`src/rtl/imem_stream_loader_if.sv`:
```
// Byte-stream receive channel plus the imemory write port driven by the loader.
// The slave modport is the loader; the master modport is the stream source / memory side.
interface imem_stream_loader_if;
   localparam int unsigned BYTE_W = 8;
   localparam int unsigned WORD_W = 32;

   logic              rx_valid;
   logic [BYTE_W-1:0] rx_data;
   logic              rx_ready;
   logic              InstrWrite;
   logic [WORD_W-1:0] WriteInst;
   logic [WORD_W-1:0] WriteAdress;

   modport master (
      output rx_valid, rx_data,
      input  rx_ready, InstrWrite, WriteInst, WriteAdress
   );

   modport slave (
      input  rx_valid, rx_data,
      output rx_ready, InstrWrite, WriteInst, WriteAdress
   );
endinterface

```
`src/rtl/imem_stream_loader.sv`:
```
// Loads a framed LE byte stream (count, payload words, optional checksum) into imemory
// and holds the core in reset until done. IMEM_LOADER_CHECKSUM_EN enables the checksum trailer.
module imem_stream_loader #(
   parameter logic [31:0] BASE_ADDR   = 32'h0000_0000,
   parameter int unsigned DEPTH_WORDS = 256
) (
   input  logic                 clk,
   input  logic                 reset,
   input  logic                 reload,
   imem_stream_loader_if.slave  bus,
   output logic                 core_reset,
   output logic                 done,
   output logic                 error
);

   localparam int unsigned WORD_W = 32;
   localparam int unsigned BCNT_W = 2;

   localparam logic [2:0] S_HDR  = 3'd0;
   localparam logic [2:0] S_DATA = 3'd1;
   localparam logic [2:0] S_DONE = 3'd3;
   localparam logic [2:0] S_ERR  = 3'd4;
`ifdef IMEM_LOADER_CHECKSUM_EN
   localparam logic [2:0] S_CHK  = 3'd2;
   localparam logic [2:0] S_END  = S_CHK;
`else
   localparam logic [2:0] S_END  = S_DONE;
`endif

   logic [2:0]        state_q, state_d;
   logic [BCNT_W-1:0] bcnt_q, bcnt_d;
   logic [WORD_W-1:0] shift_q, shift_d;
   logic [WORD_W-1:0] count_q, count_d;
   logic [WORD_W-1:0] idx_q, idx_d;
   logic              wr_q, wr_d;
   logic [WORD_W-1:0] wdata_q, wdata_d;
   logic [WORD_W-1:0] waddr_q, waddr_d;
   logic              ready_q, ready_d;
   logic              crst_q, crst_d;
   logic              done_q, done_d;
   logic              err_q, err_d;
`ifdef IMEM_LOADER_CHECKSUM_EN
   logic [WORD_W-1:0] sum_q, sum_d;
`endif

   logic              xfer_c;
   logic              last_byte_c;
   logic [WORD_W-1:0] word_c;

   // Bytes shift in from the top so the first byte ends up in bits [7:0].
   assign xfer_c      = bus.rx_valid & ready_q;
   assign last_byte_c = xfer_c && (bcnt_q == BCNT_W'(3));
   assign word_c      = {bus.rx_data, shift_q[WORD_W-1:8]};

   // Next-state and output decode
   always_comb begin
      state_d = state_q;
      bcnt_d  = bcnt_q;
      shift_d = shift_q;
      count_d = count_q;
      idx_d   = idx_q;
      wr_d    = 1'b0;
      wdata_d = wdata_q;
      waddr_d = waddr_q;
`ifdef IMEM_LOADER_CHECKSUM_EN
      sum_d   = sum_q;
`endif

      if (xfer_c) begin
         shift_d = word_c;
         bcnt_d  = bcnt_q + BCNT_W'(1);
      end

      case (state_q)
         S_HDR: begin
            if (last_byte_c) begin
               if (word_c > WORD_W'(DEPTH_WORDS)) begin
                  state_d = S_ERR;
               end else if (word_c == '0) begin
                  state_d = S_END;
               end else begin
                  state_d = S_DATA;
                  count_d = word_c;
                  idx_d   = '0;
               end
            end
         end
         S_DATA: begin
            if (last_byte_c) begin
               wr_d    = 1'b1;
               wdata_d = word_c;
               waddr_d = BASE_ADDR + {idx_q[WORD_W-3:0], 2'b00};
               idx_d   = idx_q + WORD_W'(1);
`ifdef IMEM_LOADER_CHECKSUM_EN
               sum_d   = sum_q + word_c;
`endif
               if (idx_q == count_q - WORD_W'(1)) begin
                  state_d = S_END;
               end
            end
         end
`ifdef IMEM_LOADER_CHECKSUM_EN
         S_CHK: begin
            if (last_byte_c) begin
               state_d = (word_c == sum_q) ? S_DONE : S_ERR;
            end
         end
`endif
         S_DONE, S_ERR: begin
            if (reload) begin
               state_d = S_HDR;
               bcnt_d  = '0;
               shift_d = '0;
               count_d = '0;
               idx_d   = '0;
`ifdef IMEM_LOADER_CHECKSUM_EN
               sum_d   = '0;
`endif
            end
         end
         default: state_d = S_HDR;
      endcase

      // Status outputs are registered copies of the decoded next state.
      ready_d = (state_d == S_HDR) || (state_d == S_DATA)
`ifdef IMEM_LOADER_CHECKSUM_EN
                || (state_d == S_CHK)
`endif
                ;
      crst_d  = (state_d != S_DONE);
      done_d  = (state_d == S_DONE);
      err_d   = (state_d == S_ERR);
   end

   always_ff @(posedge clk) begin
      if (reset) begin
         state_q <= S_HDR;
         bcnt_q  <= '0;
         shift_q <= '0;
         count_q <= '0;
         idx_q   <= '0;
         wr_q    <= 1'b0;
         wdata_q <= '0;
         waddr_q <= '0;
         ready_q <= 1'b0;
         crst_q  <= 1'b1;
         done_q  <= 1'b0;
         err_q   <= 1'b0;
`ifdef IMEM_LOADER_CHECKSUM_EN
         sum_q   <= '0;
`endif
      end else begin
         state_q <= state_d;
         bcnt_q  <= bcnt_d;
         shift_q <= shift_d;
         count_q <= count_d;
         idx_q   <= idx_d;
         wr_q    <= wr_d;
         wdata_q <= wdata_d;
         waddr_q <= waddr_d;
         ready_q <= ready_d;
         crst_q  <= crst_d;
         done_q  <= done_d;
         err_q   <= err_d;
`ifdef IMEM_LOADER_CHECKSUM_EN
         sum_q   <= sum_d;
`endif
      end
   end

   assign bus.rx_ready    = ready_q;
   assign bus.InstrWrite  = wr_q;
   assign bus.WriteInst   = wdata_q;
   assign bus.WriteAdress = waddr_q;
   assign core_reset      = crst_q;
   assign done            = done_q;
   assign error           = err_q;

endmodule

```
`src/flat_wrapper.sv`:
```
// flat-port wrapper written by rule: the top's interface ports become plain ports
module imem_stream_loader_flat 
#(
   parameter logic [31:0] BASE_ADDR   = 32'h0000_0000,
   parameter int unsigned DEPTH_WORDS = 256
)
  (clk, reset, reload, core_reset, done, error, bus_rx_valid, bus_rx_data, bus_rx_ready, bus_InstrWrite, bus_WriteInst, bus_WriteAdress);
  imem_stream_loader_if bus_i ();
  input  logic clk;
  input  logic reset;
  input  logic reload;
  output logic core_reset;
  output logic done;
  output logic error;
  input wire logic [$bits(bus_i.rx_valid)-1:0] bus_rx_valid;
  input wire logic [$bits(bus_i.rx_data)-1:0] bus_rx_data;
  output wire logic [$bits(bus_i.rx_ready)-1:0] bus_rx_ready;
  output wire logic [$bits(bus_i.InstrWrite)-1:0] bus_InstrWrite;
  output wire logic [$bits(bus_i.WriteInst)-1:0] bus_WriteInst;
  output wire logic [$bits(bus_i.WriteAdress)-1:0] bus_WriteAdress;
  assign bus_i.rx_valid = bus_rx_valid;
  assign bus_i.rx_data = bus_rx_data;
  assign bus_rx_ready = bus_i.rx_ready;
  assign bus_InstrWrite = bus_i.InstrWrite;
  assign bus_WriteInst = bus_i.WriteInst;
  assign bus_WriteAdress = bus_i.WriteAdress;
  imem_stream_loader #(.BASE_ADDR(BASE_ADDR), .DEPTH_WORDS(DEPTH_WORDS)) u_core (.clk(clk), .reset(reset), .reload(reload), .bus(bus_i), .core_reset(core_reset), .done(done), .error(error));
endmodule
```
`config.mk`:
```
export PLATFORM = sky130hd
export DESIGN_NAME = imem_stream_loader_flat
export DESIGN_NICKNAME = d
export VERILOG_FILES = /design/src/rtl/imem_stream_loader_if.sv /design/src/rtl/imem_stream_loader.sv /design/src/flat_wrapper.sv
export SDC_FILE = /design/constraint.sdc
export NUM_CORES = 1
export LEC_CHECK = 0
export CORE_MARGIN = 10
export CORE_UTILIZATION = 50
export DETAILED_ROUTE_END_ITERATION = 8
export GPL_ROUTABILITY_DRIVEN = 0
export MAX_ROUTING_LAYER = met4
export PLACE_DENSITY = 0.72
export SYNTH_ARGS = -nofsm -noshare
export SYNTH_HDL_FRONTEND = slang
export SYNTH_SLANG_ARGS = --single-unit
```
`constraint.sdc`:
```
create_clock -name clk -period 6 [get_ports clk]
set_input_delay 0.6 -clock clk [delete_from_list [all_inputs] [get_ports clk]]
set_output_delay 0.6 -clock clk [all_outputs]
set_load 0.1 [all_outputs]
```
Yosys cells after proc, flatten, opt, wreduce, memory -nomap -nowiden

Index checks and enable logic that the tools add are counted.

Register bits after elaboration: 168
Word-level logic and storage cells: 68

Add/subtract/negate cells: 3
Order comparisons: 1
Equality and inequality tests: 14
Multiplexer cells: 24
Bitwise gates (word level): 2
Reduce and logical (&&, ||, !) cells: 12

Operators by type and width:

| cell                                                                    | count |
|---|---|
| 32-bit 2-to-1 mux                                                       | 11 |
| 32-bit one-hot mux with 3 select lines                                  | 1 |
| 32-bit one-hot mux with 2 select lines                                  | 1 |
| 32-bit by 1-bit adder with 32-bit output, second input constant         | 1 |
| 32-bit equality test                                                    | 1 |
| 32-bit by 9-bit > comparator with 1-bit output, second input constant   | 1 |
| 32-bit zero test                                                        | 1 |
| 32-bit by 1-bit subtractor with 32-bit output, second input constant    | 1 |
| 3-bit 2-to-1 mux                                                        | 5 |
| 3-bit one-hot mux with 3 select lines                                   | 1 |
| 2-bit 2-to-1 mux                                                        | 4 |
| 3-bit by 1-bit equality test with 1-bit output, second input constant   | 2 |
| 3-bit by 2-bit equality test with 1-bit output, second input constant   | 2 |
| 3-bit equality test, second input constant                              | 2 |
| 3-bit zero test                                                         | 2 |
| 2-bit inequality test, second input constant                            | 3 |
| 6-bit AND reduction                                                     | 1 |
| 5-bit AND reduction                                                     | 1 |
| 2-bit by 1-bit inequality test with 1-bit output, second input constant | 2 |
| 2-bit OR reduction                                                      | 2 |
| 3-bit by 2-bit inequality test with 1-bit output, second input constant | 1 |
| 3-bit nonzero test                                                      | 1 |
| 2-bit by 1-bit adder with 2-bit output, second input constant           | 1 |
| 2-bit equality test, second input constant                              | 1 |
| other kinds (7)                                                         | 7 |

Longest topological paths before layout

Depth in word-level cells: 7
Depth in mapped cells: 10

Least setup slack after synthesis

OpenSTA, ideal clock, no wires.

Kind: reg2reg
Start: reg u_core.count_q[5]
End: reg u_core.state_q[1]
Arrival: 3.031 ns
Path slack: 2.904 ns
Stages on the path, launching flop included: 9
Path buffers: 1
Clock period less this slack: 3.096 ns
Cell sequence: dfxtp_1 or4_4 or4_4 buf_6 nor4_1 mux2_2 or4_4 o41ai_4 nor2b_1

Cells in the longest elaborated chain, start to end: 5

RTL lines:

| element                                       | line                      | text |
|---|---|---|
| start, declared                               | imem_stream_loader.sv:33  | `logic [WORD_W-1:0] count_q, count_d;` |
| start signal, assigned                        | imem_stream_loader.sv:156 | `count_q <= count_d;` |
| 32-bit by 1-bit subtractor with 32-bit output | imem_stream_loader.sv:97  | `if (idx_q == count_q - WORD_W'(1)) begin` |
| 32-bit equality test                          | imem_stream_loader.sv:97  |  |
| 3-bit 2-to-1 mux                              | imem_stream_loader.sv:97  |  |
| 3-bit 2-to-1 mux                              | imem_stream_loader.sv:89  | `if (last_byte_c) begin` |
| 3-bit one-hot mux with 3 select lines         | imem_stream_loader.sv:74  | `case (state_q)` |
| end signal, assigned                          | imem_stream_loader.sv:153 | `state_q <= state_d;` |
| end, declared                                 | imem_stream_loader.sv:30  | `logic [2:0] state_q, state_d;` |

No other way between the ends.
A chain may end at the register's enable or synchronous reset.

Worst setup path in the final report

Start: in bus_rx_data[1]
End: reg u_core.count_q[28]

Cells in the longest elaborated chain, start to end: 3

RTL lines:

| element                                                                                   | line                                               | text |
|---|---|---|
| start, declared                                                                           | flat_wrapper.sv:16                                 | `input wire logic [$bits(bus_i.rx_data)-1:0] bus_rx_data;` |
| 32-bit by 9-bit > comparator with 1-bit output / 32-bit zero test (equally long branches) | imem_stream_loader.sv:77, imem_stream_loader.sv:79 |  |
| 2-bit inequality test (no line)                                                           | -                                                  |  |
| 5-bit AND reduction (no line) (*)                                                         | -                                                  |  |

Every way passes the cells marked *; elsewhere a longest branch is shown, timed or not.

==> flow_summary.rst <==
.. list-table::
   :header-rows: 1

   * - Metric
     - Value
   * - Leakage
     - 0.00302 uW
   * - Slew at the pin closest to its max-slew limit
     - 1180 ps
   * - Depth of the worst register-to-register path
     - 7
   * - Startpoint type of the worst setup path
     - primary input
   * - Placed Instances
     - 1,108
   * - Synth top area share
     - 44.3%
   * - Shortest clock period the worst path allows after layout
     - 3440 ps
   * - RR Startpoint
     - u_core.count_q[6]
   * - Total setup violations reported at the end of the flow
     - 0
   * - Maximum root-to-sink buffer count
     - 2
   * - Clock tree from TritonCTS
     - done
   * - Number of instances in the synthesized netlist
     - 904
   * - Fin nets
     - 962
   * - Beginning of the worst hold path
     - u_core.bus.WriteInst[8]
   * - Pre-Repair DR Iteration Count
     - 5
   * - Fraction of the cycle the final worst path needs
     - 57.3%
   * - Number of hold-slack violations in the final timing report
     - 0
   * - Floorplan die height
     - 140 um
   * - Average wire length per cell after detail routing
     - 15.6 um
   * - Synthesis Warnings
     - 0
   * - Max incr delay on CP
     - 570 ps
   * - Clock transition at the registers of the reported paths
     - 60 ps
   * - Wire length of the first global-routing pass
     - 29,500 um
   * - Via count of the first global-routing pass
     - 5,883
   * - Clock insertion delay at the later pin of the skew report
     - 440 ps
   * - Count of boundary I/O pins
     - 81
   * - Largest fanout of any net on the critical path
     - 22
   * - Fin util
     - 61.3%
   * - Biggest area contributors in the synthesized netlist
     - dfxtp_1 44%, nand2_1 11%, a21oi_1 7.4%
   * - Initial DRC count
     - 504
   * - Arrival time at the worst endpoint
     - 3760 ps
   * - Chain of cells forming the critical path
     - clkdlybuf4s50_1 > nor4_1 > nand4_1 > or2_2 > or4_1 > a21oi_1 > nor2_1 > and2_1
   * - Mean area per synthesized cell
     - 8.00 um2
   * - Pins over their slew limit
     - 0
   * - Largest net degree at the start of global routing
     - 85
   * - Max Clock Skew
     - 7.53 ps
   * - Critical path class
     - primary input to flip-flop
   * - Result of the run
     - finished, final reports clean
   * - Count of flip-flops with a built-in enable after synthesis
     - 0
   * - Number of routed nets with antenna violations
     - 0
   * - Total Die Area
     - 19,700 um2
   * - Inserted Clock Buffers
     - 17
   * - Total vias in the final route
     - 6,236
   * - Async SR Flop Fraction
     - 0%
   * - Power consumption
     - 2190 uW
   * - Slowest cell on the critical path
     - a21oi_1
   * - Final Routed Wirelength
     - 17,700 um
   * - IO buf count
     - 78
   * - Maximum achievable frequency
     - 291 MHz
   * - CTS Hold Bufs
     - 0
   * - Sequential cell area fraction in the yosys report
     - 44.3%
   * - Total non-filler cell area in the finished layout
     - 8610 um2
   * - Power per cell area
     - 254 nW/um2
   * - Source of the critical timing path
     - bus_rx_data[1]
   * - H-tree levels
     - 4
   * - Relative max-transition margin
     - 20.7%
   * - Class of the worst hold path
     - flip-flop to flip-flop
   * - Setup Buffers After CTS
     - 0
   * - Maximum VDD drop
     - 0.000186 V
   * - Ant diodes
     - 0
   * - HPWL after detailed placement
     - 12,300 um
   * - All-layer global routing usage
     - 18.6%
   * - Via density
     - 5.48
   * - Cell accounting for the most synthesized area
     - dfxtp_1
   * - Final sum of negative setup slack
     - 0 ps
   * - Top_reg_cell synth
     - dfxtp_1
   * - RSZ-0062 raised after global routing
     - no
   * - Max Cap Violations
     - 0
   * - Placement Cell Area
     - 8040 um2
   * - Detailed-route DRC error count
     - 0
   * - Number of core rows
     - 43
   * - Die X
     - 140 um
   * - Worst hold path depth
     - 2
   * - Post-cts repair resize count
     - 0
   * - Fraction of layout instances using a drive strength above 1
     - 6.47%
   * - Antenna violations before repair
     - 0
   * - Data required time at the worst endpoint
     - 6320 ps
   * - Area growth from synthesis to layout
     - 19.0%
   * - Initial cell density of the core
     - 51.5%
   * - Root buffer selected by CTS
     - clkbuf_16
   * - Cell Area, Synth
     - 7230 um2
   * - Clock sink total
     - 160
   * - Number of synthesized register bits
     - 160
   * - Unique cell type count in the Yosys netlist
     - 64
   * - Count of non-filler cells in the finished layout
     - 1,138
   * - Total global routing overflow
     - 0
   * - Core region area
     - 14,000 um2
   * - Sort of element at the end of the critical path
     - flip-flop
[logic make-up after synthesis]
logic type	synth area share, %
mux	0.450
simple gates	29.7
flops	44.3
fa+ha+maj	0.519
compound gates	12.7
other cells	0.0518
xor+xnor	8.23
buf+inv	4.12
[worst paths after layout]
| kind | to | slack (ps) |
|---|---|---|
| worst max-delay path | u_core.count_q[28] | 2560 |
| worst min-delay path | u_core.bus.WriteInst[8] | 450 |
| worst min register to register | u_core.bus.WriteInst[8] | 450 |
| worst max register to register | u_core.done | 2630 |
[synth_stat cells, drive strengths merged, types with 4 or more instances]
library cell and instances:
nand4 15, a31oi 4, a211oi 6, nand3 25, nor4b 7, nor3 25, xor2 15, o21ai 9
nor2b 4, and3 9, or4 12, nand2 205, and2 25, xnor2 53, o31ai 4, nor2 65
buf 10, nand2b 6, clkbuf 52, nor4 23, inv 10, or3 6, nor3b 4, dfxtp 160
a21oi 107, or2 5
[area by class of cell]
type,instances,area (um2)
fill,1258,5430
clock buffer,19,443
sequential,160,3200
clock inverter,11,133
timing repair buffer,85,828
inverter,10,37.5
tap,180,225
multi-input combinational,673,3740
[where the power goes]
| part | switching (uW) | internal [uW] |
|---|---|---|
| combinational | 38.8 | 15.0 |
| clock | 439 | 622 |
| sequential | 5.75 | 1070 |
| total | 483 | 1700 |
[sequential cells by signal (all words and copies together), names as in the netlist, 2 cells and up]
register	flops
u_core.bcnt_q	2
u_core.bus.WriteAdress	30
u_core.bus.WriteInst	32
u_core.count_q	32
u_core.idx_q	32
u_core.shift_q	24
u_core.state_q	3
[worst max-delay path, delay by kind of cell]
family          cells  cell delay [ps]
compound gates      1              570
buf+inv             1              440
simple gates        6             2160
[through the flow]
stage                     hold slack [ps]  setup slack [ps]
after global routing                  468              2280
final                                 452              2560
after CTS                             454              2550
after detailed placement              446              2090
after global placement                441              2190
after floorplan                       440              2900
[placed cells by master, fill, tap and decap left out, types with 21 or more instances in the layout]
| master | Yosys | layout |
|---|---|---|
| nor4_1 | 21 | 21 |
| nand2_1 | 205 | 205 |
| dfxtp_1 | 160 | 160 |
| clkdlybuf4s50_1 | 0 | 77 |
| xnor2_1 | 53 | 53 |
| and2_1 | 25 | 25 |
| a21oi_1 | 107 | 106 |
| nand3_1 | 24 | 24 |
| nor3_1 | 25 | 25 |
| nor2_1 | 65 | 65 |
[metal layers]
metal / vias to the layer above / routed length [um] / global-route usage, %
met5: - / 0 / -
met1: 2874 / 8010 / 22.3
li1: 3166 / - / -
met3: 27 / 1080 / 4.87
met4: 0 / 333 / 7.55
met2: 169 / 8320 / 29.1
No activity file was read; power rests on OpenSTA's default activity.
